### config.mk
export PLATFORM = sky130hd
export DESIGN_NAME = jtgng_cen_frac
export DESIGN_NICKNAME = d
export VERILOG_FILES = /design/src/rtl/jtgng_cen_frac.sv
export SDC_FILE = /design/constraint.sdc
export NUM_CORES = 1
export LEC_CHECK = 0
export BUFFER_PORTS_ARGS = -buffer_cell sky130_fd_sc_hd__buf_2
export CAP_MARGIN = 20
export CORE_UTILIZATION = 25
export CTS_CLUSTER_SIZE = 14
export DETAILED_ROUTE_END_ITERATION = 10
export GPL_TIMING_DRIVEN = 1
export SYNTH_ARGS = -nofsm -noshare
export SYNTH_HDL_FRONTEND = slang
export SYNTH_SLANG_ARGS = --single-unit
### constraint.sdc
create_clock -name clk -period 2.8 [get_ports clk]
set_input_delay 0.14 -clock clk [delete_from_list [all_inputs] [get_ports clk]]
set_output_delay 0.14 -clock clk [all_outputs]
set_load 0.05 [all_outputs]
### src/rtl/jtgng_cen_frac.sv
// Fractional N/M clock-enable generator with power-of-two sub-enables.
// Ticks suppressed by wait_n are counted in lag and replayed on idle cycles.
module jtgng_cen_frac #(
  parameter int W    = 10,
  parameter int N    = 1,
  parameter int M    = 2,
  parameter int DIVS = 4,
  parameter int MW   = 4
) (
  input  logic            clk,
  input  logic            rst,
  input  logic            wait_n,
  input  logic            sync,
  output logic [DIVS-1:0] cen,
  output logic [MW-1:0]   lag,
  output logic            ovf
);
  localparam int DW = (DIVS > 1) ? DIVS - 1 : 1;

  logic [W-1:0]    acc_q, acc_d;
  logic [W:0]      sum;
  logic            nat;
  logic            tick;
  logic [DW-1:0]   divcnt_q, divcnt_d;
  logic [MW-1:0]   lag_q, lag_d;
  logic            ovf_q, ovf_d;
  logic [DIVS-1:0] cen_q, cen_d;

  // One extra bit so acc+N never wraps before the compare against M.
  assign sum   = {1'b0, acc_q} + (W+1)'(N);
  assign nat   = sum >= (W+1)'(M);
  assign acc_d = nat ? W'(sum - (W+1)'(M)) : sum[W-1:0];

  always_comb begin
    tick  = 1'b0;
    lag_d = lag_q;
    ovf_d = ovf_q;
    if (!wait_n) begin
      if (nat) begin
        if (&lag_q) ovf_d = 1'b1;
        else        lag_d = lag_q + MW'(1);
      end
    end else if (nat) begin
      tick = 1'b1;
    end else if (lag_q != '0) begin
      tick  = 1'b1;
      lag_d = lag_q - MW'(1);
    end
  end

  assign divcnt_d = tick ? divcnt_q + DW'(1) : divcnt_q;
  assign cen_d[0] = tick;

  // Sub-enable i fires on every 2^i-th base tick, starting with the first.
  generate
    for (genvar gi = 1; gi < DIVS; gi++) begin : g_div
      assign cen_d[gi] = tick && (divcnt_q[gi-1:0] == '0);
    end
  endgenerate

  always_ff @(posedge clk or posedge rst) begin
    if (rst) begin
      acc_q    <= '0;
      divcnt_q <= '0;
      lag_q    <= '0;
      ovf_q    <= 1'b0;
      cen_q    <= '0;
    end else if (sync) begin
      acc_q    <= '0;
      divcnt_q <= '0;
      lag_q    <= '0;
      ovf_q    <= 1'b0;
      cen_q    <= '0;
    end else begin
      acc_q    <= acc_d;
      divcnt_q <= divcnt_d;
      lag_q    <= lag_d;
      ovf_q    <= ovf_d;
      cen_q    <= cen_d;
    end
  end

  assign cen = cen_q;
  assign lag = lag_q;
  assign ovf = ovf_q;
endmodule

Yosys cells after proc, flatten, opt, wreduce, memory -nomap -nowiden --
Cells that the tools add are included.
Word-level totals: bits in registers 22, bits of input ports 4, logic and storage cells 47
Cells by class: add/subtract/negate cells 5, magnitude comparators 1, equality and inequality tests 3, multiplexer cells 18, bitwise gates (word level) 1, reductions and logical operators 14
Operators with widths (number):
- $mux W4 | 7
- $mux W10 | 2
- $add A10 B1 Y11 const B | 1
- $ge A11 B2 Y1 const B | 1
- $sub A10 B2 Y10 const B | 1
- $reduce_and A4 Y1 | 2
- $mux W1 | 7
- $mux W3 | 2
- $ne A3 B3 Y1 const B | 2
- $reduce_bool A2 Y1 | 3
- $reduce_bool A3 Y1 | 2
- $add A4 B1 Y4 const B | 1
- $reduce_bool A4 Y1 | 1
- $sub A4 B1 Y4 const B | 1
- $add A3 B1 Y3 const B | 1
- $logic_and A1 B1 Y1 | 3
- $logic_not A3 Y1 | 1
- $reduce_and A3 Y1 | 1
- $logic_not A2 Y1 | 1
- $ne A2 B1 Y1 const B | 1
- $not A1 Y1 | 1

Depth between registers and ports, before layout --
depth in word-level cells 6, gate-level depth with buffers 9, mapped depth without buffers 8

Least setup slack after synthesis --
No wires, ideal clock.
path type register to register, from register acc_q[0], to register lag_q[0], in the netlist lag[0], library setup time 128 ps, data arrival time 2358 ps, data required time 2672 ps, slack 314 ps, cell stages (with the launch flop) 9, cells stage by stage dfrtp_1 > ha_1 > and2_1 > clkbuf_2 > or3_1 > a32oi_4 > nand2_4 > mux2i_4 > mux2_1
Between the ends: longest elaborated chain between the ends 4, elaborated cells between the ends (all ways) 6
RTL lines:
- start: declaration | RTL line 20 | logic [W-1:0] acc_q, acc_d;
- start signal: assignment | RTL line 63 | acc_q <= '0;
- start signal: assignment | RTL line 69 | acc_q <= '0;
- start signal: assignment | RTL line 75 | acc_q <= acc_d;
- $add A10 B1 Y11 (*) | RTL line 30 | assign sum = {1'b0, acc_q} + (W+1)'(N);
- $ge A11 B2 Y1 (*) | RTL line 31 | assign nat = sum >= (W+1)'(M);
- $ne A3 B3 Y1 (no source line) or $reduce_bool A3 Y1 (tied branches)
- $reduce_and A4 Y1 (no source line) (*)
- end signal: assignment | RTL line 77 | lag_q <= lag_d;
- end: declaration | RTL line 25 | logic [MW-1:0] lag_q, lag_d;
Every way passes the cells marked *; elsewhere a longest branch is shown, timed or not. A chain may end at the register's enable or synchronous reset.

Worst setup path in the final report --
from register acc_q[0], to register lag_q[1], in the netlist lag[1]
The elaborated chain is that of the path after synthesis.

==> results by group <==
Clock tree
  – Clock Path Buffers: 2
  – Root Driver: clkbuf_8
  – Post CTS Setup Buffer Count: 0
  – Reg clk slew, reported paths: 0.08 ns
  – Clock sink count: 22
  – CTS tree: done
  – CTS H-tree lvls: 1
  – Num CTS Buffers: 3
  – Post-CTS resize count: 0
  – Hold_buf cts: 0
  – Clock Latency Late Sink: 0.26 ns

Synthesis
  – Synth unique cells: 46
  – Syn nets: between 150 and 200
  – List of most frequent post-synthesis cells: 23 x nor2_1, 22 x dfrtp_1, 12 x xnor2_1
  – Synthesized area per cell: around 9.5 µm²
  – Synth top area share: 0.3566
  – Post-synth EDFFs: 0
  – Syn. warnings: 0
  – Count leader, synth: nor2_1
  – Area leader, netlist: dfrtp_1
  – Yosys reg bits: 22
  – Post-Syn Instances: around 160
  – Ys async rst share: 1.000
  – Synth area leaders: dfrtp_1 36%, xnor2_1 6.8%, ha_1 5.7%
  – Mapped Area: approximately 0.0015 mm²
  – Main flop type after synthesis: dfrtp_1
  – Seq/Total Area, Yosys: 0.3566

Drt
  – Via count: 1,198
  – Vias per inst: between 4 and 5
  – # DRC: 0
  – DRT Pass-1 Iters: 4
  – Starting DRT DRC Count: approximately 110
  – Detailed-route wire length: approximately 3100 µm
  – Routed Antenna Nets: 0
  – WL per Instance: 12.45 µm

Timing
  – Tightest Pin Transition: between 0.8 and 0.9 ns
  – Rel. slew slack: 0.4363
  – Final setup violating endpoints: 0
  – Final Hold Fails: 0
  – Setup TNS: 0 ns
  – Max frequency: ~400 MHz
  – Final period util: 0.9110
  – RSZ-0062 raised after global routing: false
  – Min Tclk post-route: about 2.6 ns
  – Slew Limit Fails: 0
  – Worst Skew: about 0.0038 ns

Place
  – # port buffers: 12
  – RePlAce Congestion: about 0.9
  – Placed inst area: ~0.0017 mm²
  – Detailed placement HPWL: 2305 µm

Power
  – Maximum vdd drop: 0.7184 mV
  – Cell Pwr Density: around 1100 mW/mm²
  – Leakage: ~0.76 nW
  – Cell-internal power: ~1.0 mW
  – Logic pwr share: 0.547
  – Sw Ratio: 0.4500
  – Switch Pwr: between 0.8 and 0.9 mW
  – Clock Power Share: 0.157
  – Flop pwr share: 0.295

Critical path
  – Crit path capture type: flip-flop
  – R2R Setup Slk: 0.25 ns
  – Data arrival, critical path: around 2.7 ns
  – Crit-path max cell delay: around 0.4 ns
  – R2R Path End: lag[1]
  – Worst Reg-to-Reg Cells: 8
  – Worst R2R Start: acc_q[0]
  – Required time of the critical path: around 3.0 ns
  – Crit path kind: reg2reg
  – Startpoint types: flip-flop
  – Crit path cell chain: ha_1 > and2_1 > nand3_1 > a21o_1 > a32oi_4 > nand2_4 > mux2i_4 > mux2_1
  – Worst-path fanout max: 10
  – Critical-path top delay cell: a32oi_4

Global route
  – Largest net degree at the start of global routing: 25
  – First-pass GRT wire length: 5333 µm
  – Met2 Usage GRT: 0.1881
  – Most Crowded Layer GR: met2
  – Met1 usage: 0.1302
  – Vias in the first global route: between 1,000 and 1,500
  – GRT Util Overall: 0.1061
  – Overflow after GRT: 0
  – Global-route track usage on met3: 0.01023
  – Initial antenna violation count: 0

Layout
  – Area delta synth->final: 12.64%
  – ANT cells: 0
  – Nets: between 150 and 200
  – Area of the multi-input gates: 914.6 µm²
  – Design area: ~0.0017 mm²
  – Register area: about 550 µm²
  – FILL cells: around 640
  – Share of cells above drive strength 1: 0.1667

Die
  – Die area: around 0.0065 mm²
  – Die W: just over 80 µm
  – Core area: a little under 0.006 mm²
  – IO Pins: 13
  – Site row count: 28
  – Initial core utilization: 0.2592
  – Die height: roughly 81 µm

Flow run
  – Max Cap Violations: 0

Status
  – Status: finished, final reports clean

Min path
  – HP Class: in2async
-- power groups by stage --
stage / logic, mW / registers (mW) / clock network, mW
floorplan: 0.782 / 0.623 / 0
global placement: 1.02 / 0.560 / 0
detailed placement: 1.03 / 0.561 / 0
CTS: 1.04 / 0.555 / 0.306
global route: 1.13 / 0.579 / 0.316
finish: 1.03 / 0.557 / 0.297
-- flip-flops by register name, summed over array words and instances (netlist names) --
name	flops
ovf	1
divcnt_q	3
acc_q	10
lag	4
cen	4
-- kinds of logic after synthesis --
kind of cell | count (synthesis) | share of synthesized area
buffers and inverters | 15 | 0.05106
flip-flops | 22 | 0.3566
AND/OR/NAND/NOR | 64 | 0.2196
multiplexers | 7 | 0.05753
XOR/XNOR | 18 | 0.1021
AO/OA/AOI/OAI | 29 | 0.1434
adder cells (fa/ha/maj) | 8 | 0.06969
-- critical path: cells and delay by family, from the launching register on --
family / cells / cell delay (ns)
multiplexers: 2 / 0.57
flip-flops: 1 / 0.36
adder cells (fa/ha/maj): 1 / 0.26
AND/OR/NAND/NOR: 3 / 0.62
AO/OA/AOI/OAI: 2 / 0.62
-- layer usage --
layer / up-vias / wire length, µm
met4: 0 / 55
met5: - / 0
met2: 20 / 1516
met3: 6 / 77
li1: 588 / -
met1: 584 / 1451
-- worst max path at each step --
stage	start	cells after the start	slack [ns]	end
final	acc_q[0]	8	0.25	lag[1]
after global routing	acc_q[0]	8	0.1	lag[0]
after CTS	acc_q[0]	8	0.25	lag[1]
after detailed placement	acc_q[0]	8	0.26	lag[1]
after global placement	acc_q[0]	8	0.29	lag[0]
after floorplan	acc_q[0]	8	0.31	lag[0]
-- placed cells by master (no fill, tap or decap), types with 3 or more instances in the layout --
cell / Yosys / routed
nor2_1: 23 / 23
dfrtp_1: 22 / 22
xnor2_1: 12 / 12
buf_2: 1 / 12
a21oi_1: 10 / 10
inv_1: 7 / 7
ha_1: 7 / 7
xor2_1: 6 / 6
nand3_1: 5 / 5
nand4_1: 5 / 5
nor3_1: 5 / 5
nand2b_1: 4 / 4
nor2b_1: 4 / 4
mux2_1: 4 / 4
and3_1: 3 / 3
a31o_2: 3 / 3
nand2_1: 3 / 3
clkbuf_8: 0 / 3
buf_4: 1 / 3
-- stage by stage --
stage               hold WS [ns]  cells  setup slack [ns]  power (mW)  utilization
global placement          0.3474    245            0.2860       1.578       0.2800
detailed placement        0.3605    245            0.2626       1.590       0.2800
finish                   0.03215    249            0.2492       1.887       0.2920
global route              0.1329    249           0.09543       2.021       0.2920
floorplan                 0.1292    163            0.3144       1.405            -
CTS                      0.07129    249            0.2527       1.897       0.2920
-- final cells by class --
class,instances,share of cell area
sequential,22,0.3165
inverter,7,0.01511
multi-input combinational,126,0.5259
tap,75,0.05396
clock inverter,1,0.01727
timing repair buffer,15,0.04748
clock buffer,3,0.02374
(Power assumes the default switching activity.)
